## config.mk

```make
export PLATFORM = sky130hd
export DESIGN_NAME = frame_capture_gate
export DESIGN_NICKNAME = d
export VERILOG_FILES = /design/src/rtl/frame_capture_gate.sv
export SDC_FILE = /design/constraint.sdc
export NUM_CORES = 1
export LEC_CHECK = 0
export ABC_AREA = 1
export CORE_AREA = 3 3 84 94
export CTS_CLUSTER_SIZE = 12
export DETAILED_ROUTE_END_ITERATION = 12
export DIE_AREA = 0 0 87 97
export GPL_TIMING_DRIVEN = 0
export PLACE_DENSITY = 0.84
export SETUP_SLACK_MARGIN = 0.3
export SKIP_CTS_REPAIR_TIMING = 1
export SKIP_LAST_GASP = 1
export SYNTH_ARGS = -nofsm -noshare
export SYNTH_HDL_FRONTEND = slang
export SYNTH_SLANG_ARGS = --single-unit
export TNS_END_PERCENT = 30
```

## constraint.sdc

```tcl
create_clock -name clk -period 2.8 [get_ports clk]
set_input_delay 0.56 -clock clk [delete_from_list [all_inputs] [get_ports clk]]
set_output_delay 0.56 -clock clk [all_outputs]
set_load 0.01 [all_outputs]
```

## src/rtl/frame_capture_gate.sv

```systemverilog
// Frame capture gate: arms on a request, captures exactly the next complete
// CMOS frame, packs bytes into 16-bit words and streams them to the DDR3 write FIFO.
module frame_capture_gate #(
  parameter int EXP_PIXELS = 1310720,
  parameter int PIX_CNT_W  = 22
) (
  input  logic        clk,
  input  logic        rst,
  input  logic        request_new_frame,
  input  logic        dest_sd,
  input  logic        cmos_vsync,
  input  logic        cmos_href,
  input  logic        pix_valid,
  input  logic [7:0]  cmos_data,
  output logic        wr_en,
  output logic [15:0] wr_data,
  output logic        wr_sel,
  output logic        busy,
  output logic        frame_start,
  output logic        frame_done,
  output logic        size_err,
  output logic [15:0] frame_count,
  output logic [7:0]  drop_count,
  output logic [1:0]  dbg_state
);

  localparam logic [1:0] S_IDLE    = 2'd0;
  localparam logic [1:0] S_ARMED   = 2'd1;
  localparam logic [1:0] S_CAPTURE = 2'd2;
  localparam logic [1:0] S_DONE    = 2'd3;

  localparam logic [PIX_CNT_W-1:0] EXP_CNT = PIX_CNT_W'(EXP_PIXELS);
  localparam logic [PIX_CNT_W-1:0] CNT_MAX = '1;

  logic [1:0]           state;
  logic [1:0]           state_next;
  logic                 vsync_d;
  logic                 rise;
  logic                 fall;
  logic                 byte_ok;
  logic                 phase;
  logic [7:0]           held;
  logic [PIX_CNT_W-1:0] byte_cnt;

  assign rise      = cmos_vsync & ~vsync_d;
  assign fall      = ~cmos_vsync & vsync_d;
  assign byte_ok   = (state == S_CAPTURE) & pix_valid & cmos_href & cmos_vsync;
  assign dbg_state = state;

  // A rise while already in CAPTURE is deliberately not a transition.
  always_comb begin
    state_next = state;
    case (state)
      S_IDLE:    if (request_new_frame) state_next = S_ARMED;
      S_ARMED:   if (rise)              state_next = S_CAPTURE;
      S_CAPTURE: if (fall)              state_next = S_DONE;
      S_DONE:                           state_next = S_IDLE;
      default:                          state_next = S_IDLE;
    endcase
  end

  // wr_en is a one-cycle valid with no ready: the FIFO must take every word.
  always_ff @(posedge clk) begin
    if (rst) begin
      state       <= S_IDLE;
      vsync_d     <= 1'b0;
      phase       <= 1'b0;
      held        <= 8'h00;
      byte_cnt    <= '0;
      wr_en       <= 1'b0;
      wr_data     <= 16'h0000;
      wr_sel      <= 1'b0;
      busy        <= 1'b0;
      frame_start <= 1'b0;
      frame_done  <= 1'b0;
      size_err    <= 1'b0;
      frame_count <= 16'h0000;
      drop_count  <= 8'h00;
    end else begin
      vsync_d     <= cmos_vsync;
      state       <= state_next;
      busy        <= (state_next != S_IDLE);
      wr_en       <= 1'b0;
      frame_start <= 1'b0;
      frame_done  <= 1'b0;

      if (request_new_frame) begin
        if (state == S_IDLE) begin
          wr_sel <= dest_sd;
        end else if (drop_count != 8'hFF) begin
          drop_count <= drop_count + 8'd1;
        end
      end

      if ((state == S_ARMED) && rise) begin
        byte_cnt    <= '0;
        phase       <= 1'b0;
        frame_start <= 1'b1;
      end

      if (byte_ok) begin
        if (byte_cnt != CNT_MAX) byte_cnt <= byte_cnt + PIX_CNT_W'(1);
        if (!phase) begin
          held <= cmos_data;
        end else begin
          wr_en   <= 1'b1;
          wr_data <= {held, cmos_data};
        end
        phase <= ~phase;
      end

      // byte_ok needs vsync high, so it never coincides with the fall.
      if ((state == S_CAPTURE) && fall) begin
        frame_done  <= 1'b1;
        size_err    <= (byte_cnt != EXP_CNT);
        frame_count <= frame_count + 16'd1;
        if (phase) begin
          wr_en   <= 1'b1;
          wr_data <= {held, 8'h00};
        end
      end
    end
  end

endmodule

```

==> impl_results.md, run 1 <==
- Dpl ws: 0.420 ns
- Port Buffer Count: just over 60
- Netlist Area Pre-Place: about 4100 um^2
- Largest net degree at the start of global routing: 17
- Pins Over Slew Limit: 0
- Die area: approximately 8400 um^2
- FILL cells: 562
- Skew final: around 0.017 ns
- DIE HEIGHT: 97 um
- Clock slew at reported path FFs: around 0.090 ns
- Placed Cells: roughly 740
- Status: complete, no violations
- Share of cells above drive strength 1: between 10% and 20%
- CTS sink count: 80
- Comb power frac: roughly 5.3%
- Worst min path class: register to register
- Peak VDD IR: 301 uV
- Sw Ratio: about 26%
- Power per Cell Area: 437 nW/um^2
- Worst path required time: 3.02 ns
- Total global routing overflow: 0
- Clock root buffer master: clkbuf_8
- Worst skew pair latency: roughly 0.36 ns
- Slew @ Worst Pin: around 0.74 ns
- Initial Utilization: roughly three fifths
- Vias in the first global route: around 3.8k
- Synth top area share: 39.3%
- Area of the multi-input gates: between 2000 and 2500 um^2
- Synth warn: 0
- CP arrival: roughly 2.3 ns
- Worst-path cell chain: clkdlybuf4s50_1, nand2_1, nor2_1, inv_1, clkbuf_1, nand3_1, a21oi_2
- Vias per cell: ~5.5
- FMAX: 481 MHz
- Seq/Total Area, Yosys: between 30% and 40%
- # DRC: 0
- Total GRT Usage: around a quarter
- Synthesis-stage register bit count: 80
- Post-DP HPWL: slightly above 8 mm
- Final Cycle Share: between 70% and 80%
- Syn_nets: 616
- Routed via count: 4,145
- Leakage: 1.87 nW
- Global-route wire length before repair: roughly 18 mm
- Worst path slowest cell: clkdlybuf4s50_1
- Setup Viol. Count Final: 0
- RR Endpoint: byte_cnt[5]
- Max-Cap Viols: 0
- Critical Path Fanout Max: 10
- Clock Power Share: 41.7%
- R2r worst-path depth: 10
- Core Rows: 32
- Top cell type by total area after synthesis: dfxtp_1
- Antenna Nets Post-Route: 0
- Avg Cell Area, Syn: just under 7 um^2
- CP Capture Point: byte_cnt[12]
- FF+latch area: between 1500 and 2000 um^2
- Non-filler cells in the finished layout: 759
- CTS tree: yes
- WS Path Type: input port to register
- Post-Synthesis Cells: just under 600
- Drt wl/cell: approximately 14 um
- Core area: around 7000 um^2
- Sw power: 562 uW
- Yosys cell types: 36
- Startpoint Class: input port
- RSZ-0062 raised after global routing: false
- Crit. End Element: register
- Final worst slack: 0.720 ns
- Initial antenna violation count: 0
- DRT Pass-1 Iters: 5
- Die X-Extent: 87 um
- Pint: between 1.5 and 2 mW
- Crit-path max cell delay: 0.53 ns
- Diode count: 0
- Worst r2r src: byte_cnt[0]
- Deepest level of the CTS H-tree: 3
- CTS Buf Count: 9
- Setup crit start: cmos_vsync
- Worst slew margin: between 50% and 60%
- # IOs: 63
- Layout Nets: 688
- Final core occ: a little under three quarters
- DR iter-0 viols: roughly 240
- Fin crit period: around 2.1 ns
- Routability-driven placement congestion ratio: about 0.99
- Clk buf depth: 2
- Sequential share of power: a little over half
- Total power: between 2 and 2.5 mW
- Area Growth Syn to Fin: 22.7%
- R2r setup slk: about 0.9 ns
- Hold Crit Depth: 2
- Final hold violations: 0
- Sum Neg Setup Slack: 0 ns
- Drt total wl: approximately 11 mm
- Synth area leaders: dfxtp_1, nand2_1, a21oi_1
through the flow:
stage                     cell area [um^2]  hold slack [ns]
after floorplan                       4080            0.430
after global placement                4790            0.439
after detailed placement              4790            0.447
after CTS                             5000            0.459
after global routing                  5000            0.480
final                                 5000            0.460
layer usage:
metal / wire length, um / share of wire, % / vias up / track usage (%)
met3: 818 / 7.5 / 24 / 4.77
met2: 5430 / 50 / 165 / 44.2
li1: - / - / 2069 / -
met4: 221 / 2.0 / 0 / 9.11
met1: 4410 / 41 / 1887 / 32.0
met5: 0 / 0 / - / 0
critical path: cells and delay by family:
family | cells | cell delay, ns
AOI/OAI and AO/OA | 1 | 0.07
and+or+nand+nor | 3 | 0.62
buffers and inverters | 3 | 1.05
cell type report:
cell class                 instances  share of cell area [%]
multi-input combinational        432                    42.5
sequential                        80                    32.0
timing repair buffer              61                    12.2
inverter                          65                    4.88
clock buffer                       9                    2.48
buffer                            20                    2.15
tap                               85                    2.13
clock inverter                     7                    1.68
cells in the final DEF (no fill, tap or decap), types with 2 or more instances in the layout:
| master | n |
|---|---|
| nand2_1 | 145 |
| dfxtp_1 | 80 |
| nor2_1 | 68 |
| clkdlybuf4s50_1 | 61 |
| inv_1 | 59 |
| a21oi_1 | 53 |
| nand3_1 | 46 |
| o21ai_0 | 36 |
| nor3_1 | 13 |
| clkbuf_1 | 10 |
| nand2_2 | 9 |
| clkbuf_8 | 9 |
| a21oi_2 | 8 |
| nand4_1 | 8 |
| nor2_2 | 7 |
| nand3_2 | 7 |
| xor2_1 | 6 |
| nor2_4 | 5 |
| inv_2 | 5 |
| buf_4 | 4 |
| ha_1 | 4 |
| inv_6 | 3 |
| buf_1 | 2 |
| buf_6 | 2 |
| nand2_4 | 2 |
| buf_2 | 2 |
| o21ai_1 | 2 |
| nor4_1 | 2 |
| xnor2_1 | 2 |
logic make-up after synthesis:
kind of cell / after synthesis / share of synthesized area, %
AO/OA/AOI/OAI: 102 / 13.4
XOR/XNOR: 8 / 1.72
adder cells (fa/ha/maj): 4 / 1.23
buffers and inverters: 85 / 8.62
flip-flops: 80 / 39.3
AND/OR/NAND/NOR: 318 / 35.7
cells in the mapped netlist:
cell      number
nand2_1      145
dfxtp_1       80
nor2_1        68
inv_1         59
a21oi_1       53
nand3_1       46
o21ai_0       36
nor3_1        13
clkbuf_1      10
nand2_2        9
a21oi_2        8
nand4_1        8
nand3_2        7
nor2_2         7
xor2_1         6
inv_2          5
nor2_4         5
buf_4          4
ha_1           4
buf_1          2
buf_2          2
buf_6          2
nand2_4        2
nor4_1         2
o21ai_1        2
xnor2_1        2
a31oi_1        1
and3_1         1
clkinv_1       1
nand3b_1       1
nor3_4         1
nor3b_1        1
o21a_1         1
o21bai_1       1
or2_1          1
or2_2          1
power by group through the flow:
stage | registers (mW) | logic (mW) | clock network [mW]
detailed placement | 1.18 | 0.115 | 0
CTS | 1.16 | 0.116 | 0.918
floorplan | 1.19 | 0.0534 | 0
global placement | 1.18 | 0.112 | 0
global route | 1.16 | 0.127 | 0.965
finish | 1.16 | 0.116 | 0.913
how the worst min path moves through the flow:
stage                     to  startpoint  slack [ns]
floorplan           register     held[6]        0.43
global placement     held[1]     held[1]        0.44
detailed placement  register     held[0]        0.45
CTS                 register     held[0]        0.46
global route        register     held[0]        0.48
finish              register     held[0]        0.46
Power figures use the tool's default switching activity.
==> run 2, diff against run 1 <==
--- a/config.mk
+++ b/config.mk
@@ -6,12 +6,12 @@
 export NUM_CORES = 1
 export LEC_CHECK = 0
 export ABC_AREA = 1
-export CORE_AREA = 3 3 84 94
+export CORE_AREA = 3 3 87 98
 export CTS_CLUSTER_SIZE = 12
 export DETAILED_ROUTE_END_ITERATION = 12
-export DIE_AREA = 0 0 87 97
+export DIE_AREA = 0 0 90 101
 export GPL_TIMING_DRIVEN = 0
-export PLACE_DENSITY = 0.84
+export PLACE_DENSITY = 0.78
 export SETUP_SLACK_MARGIN = 0.3
 export SKIP_CTS_REPAIR_TIMING = 1
 export SKIP_LAST_GASP = 1
==> constraint.sdc (replaced) <==
create_clock -name clk -period 2.05 [get_ports clk]
set_input_delay 0.41 -clock clk [delete_from_list [all_inputs] [get_ports clk]]
set_output_delay 0.41 -clock clk [all_outputs]
set_load 0.01 [all_outputs]
==> impl_results.md, run 2 (same netlist as run 1, synthesis figures left out) <==
- Family with the most delay on the worst path: buffers and inverters
- Core area: 7740 um^2
- # IOs: 63
- Fin crit period: 1.82 ns
- Power per Cell Area: roughly 560 nW/um^2
- FF+latch area: 1610 um^2
- Leakage: ~1.9 nW
- Vias per cell: 5.25
- Peak VDD IR: 289 uV
- Vias in the first global route: 3,788
- Total GRT Usage: a little under a quarter
- Clk buf depth: 2
- Placed Cells: 766
- Clock slew at reported path FFs: around 0.090 ns
- Setup Viol. Count Final: 0
- Final hold violations: 0
- Worst min path class: register to register
- Initial antenna violation count: 0
- Worst slew margin: between 40% and 50%
- Core Rows: 34
- Area Growth Syn to Fin: 24.6%
- DR iter-0 viols: 206
- Worst-path cell chain: clkdlybuf4s50_1
- Initial Utilization: a little over half
- Largest net degree at the start of global routing: 16
- Layout Nets: 690
- Routed via count: between 4k and 5k
- Non-filler cells in the finished layout: between 700 and 800
- CP arrival: between 1 and 1.5 ns
- Final Cycle Share: a little under 90%
- Drt total wl: 10.9 mm
- Worst skew pair latency: 0.36 ns
- Port Buffer Count: 61
- Deepest level of the CTS H-tree: 3
- DIE HEIGHT: 101 um
- # DRC: 0
- Share of cells above drive strength 1: between 10% and 20%
- Die X-Extent: 90 um
- Area of the multi-input gates: 2170 um^2
- Worst path required time: roughly 1.6 ns
- WS Path Type: register to primary output
- Critical Path Fanout Max: 7
- CTS sink count: 80
- Skew final: slightly above 0.01 ns
- Post-DP HPWL: between 8 and 9 mm
- Most frequent cells in the layout: nand2_1, dfxtp_1, nor2_1, clkdlybuf4s50_1, inv_1
- Pins Over Slew Limit: 0
- CTS tree: yes
- Diode count: 0
- Worst path slowest cell: clkdlybuf4s50_1
- Drt wl/cell: 14.0 um
- Slew @ Worst Pin: 0.771 ns
- Crit-path max cell delay: just under 0.6 ns
- Final core occ: approximately 66%
- Status: complete, no violations
- CTS Buf Count: 9
- FILL cells: ~700
- Crit. End Element: primary output
- Total global routing overflow: 0
- Die area: between 9000 and 10,000 um^2
- Startpoint Class: register
- Antenna Nets Post-Route: 0
- FMAX: roughly 550 MHz
- Global-route wire length before repair: 17.6 mm
- Routability-driven placement congestion ratio: slightly below 1
- RSZ-0062 raised after global routing: true
- Buf/Inv on CP: 1
- DRT Pass-1 Iters: 5
- Max-Cap Viols: 0
- Clock root buffer master: clkbuf_8
- Commonest non-fill, non-tap cell in the layout: nand2_1
run 2: cell type report:
cell class / count / area share (%)
Clock buffer: 9 / 2.44
Multi-Input combinational cell: 432 / 42.7
Sequential cell: 80 / 31.6
Inverter: 65 / 4.92
Clock inverter: 7 / 1.06
Buffer: 20 / 2.27
Tap cell: 108 / 2.66
Timing Repair Buffer: 63 / 12.3
run 2: final timing paths:
kind / startpoint / to / slack (ns) / cells past startpoint
worst max register to register: byte_cnt[1] / byte_cnt[5] / 0.34 / 10
worst max-delay path: frame_count[2] / frame_count[2] / 0.23 / 1
worst min register to register: held[7] / register / 0.45 / 2
worst min-delay path: held[7] / register / 0.45 / 2
run 2: worst register-to-register path, delay by kind of cell, from the launching register on:
family,cells,cell delay [ns]
AO/OA/AOI/OAI,1,0.11
adder cells (fa/ha/maj),1,0.19
buffers and inverters,2,0.22
flip-flops,1,0.40
AND/OR/NAND/NOR,6,0.72
run 2: per-stage QoR:
stage	TNS, ns	worst slack (ns)	area (um^2)	hold WS (ns)	total power [mW]
after detailed placement	-4.02	-0.187	4820	0.449	1.78
after CTS	0	0.107	5000	0.449	2.84
final	0	0.225	5080	0.450	2.83
after global routing	0	0.129	5080	0.481	2.92
after floorplan	0	0.435	4080	0.430	1.69
after global placement	-3.21	-0.166	4820	0.442	1.77
run 2: where the power goes:
group	internal [mW]	switching, mW	leakage (nW)	total (mW)
clock	0.450	0.637	0.0827	1.09
combinational	0.0675	0.0981	1.15	0.166
sequential	1.57	0.0149	0.647	1.58
total	2.08	0.750	1.88	2.83
run 2: metal layers:
layer / vias up / track usage (%) / routed length (um)
met5: - / 0 / 0
met4: 0 / 9.78 / 223
met3: 23 / 3.29 / 551
met2: 116 / 42.4 / 5370
met1: 1897 / 29.1 / 4790
li1: 2081 / - / -
==> run 3, diff against run 2 <==
--- a/config.mk
+++ b/config.mk
@@ -11,10 +11,10 @@
 export DETAILED_ROUTE_END_ITERATION = 12
 export DIE_AREA = 0 0 90 101
 export GPL_TIMING_DRIVEN = 0
+export HOLD_SLACK_MARGIN = 0.05
 export PLACE_DENSITY = 0.78
 export SETUP_SLACK_MARGIN = 0.3
 export SKIP_CTS_REPAIR_TIMING = 1
-export SKIP_LAST_GASP = 1
 export SYNTH_ARGS = -nofsm -noshare
 export SYNTH_HDL_FRONTEND = slang
 export SYNTH_SLANG_ARGS = --single-unit
==> results of run 3 <==
The final DEF is identical to that of run 2; final timing and power are the same.
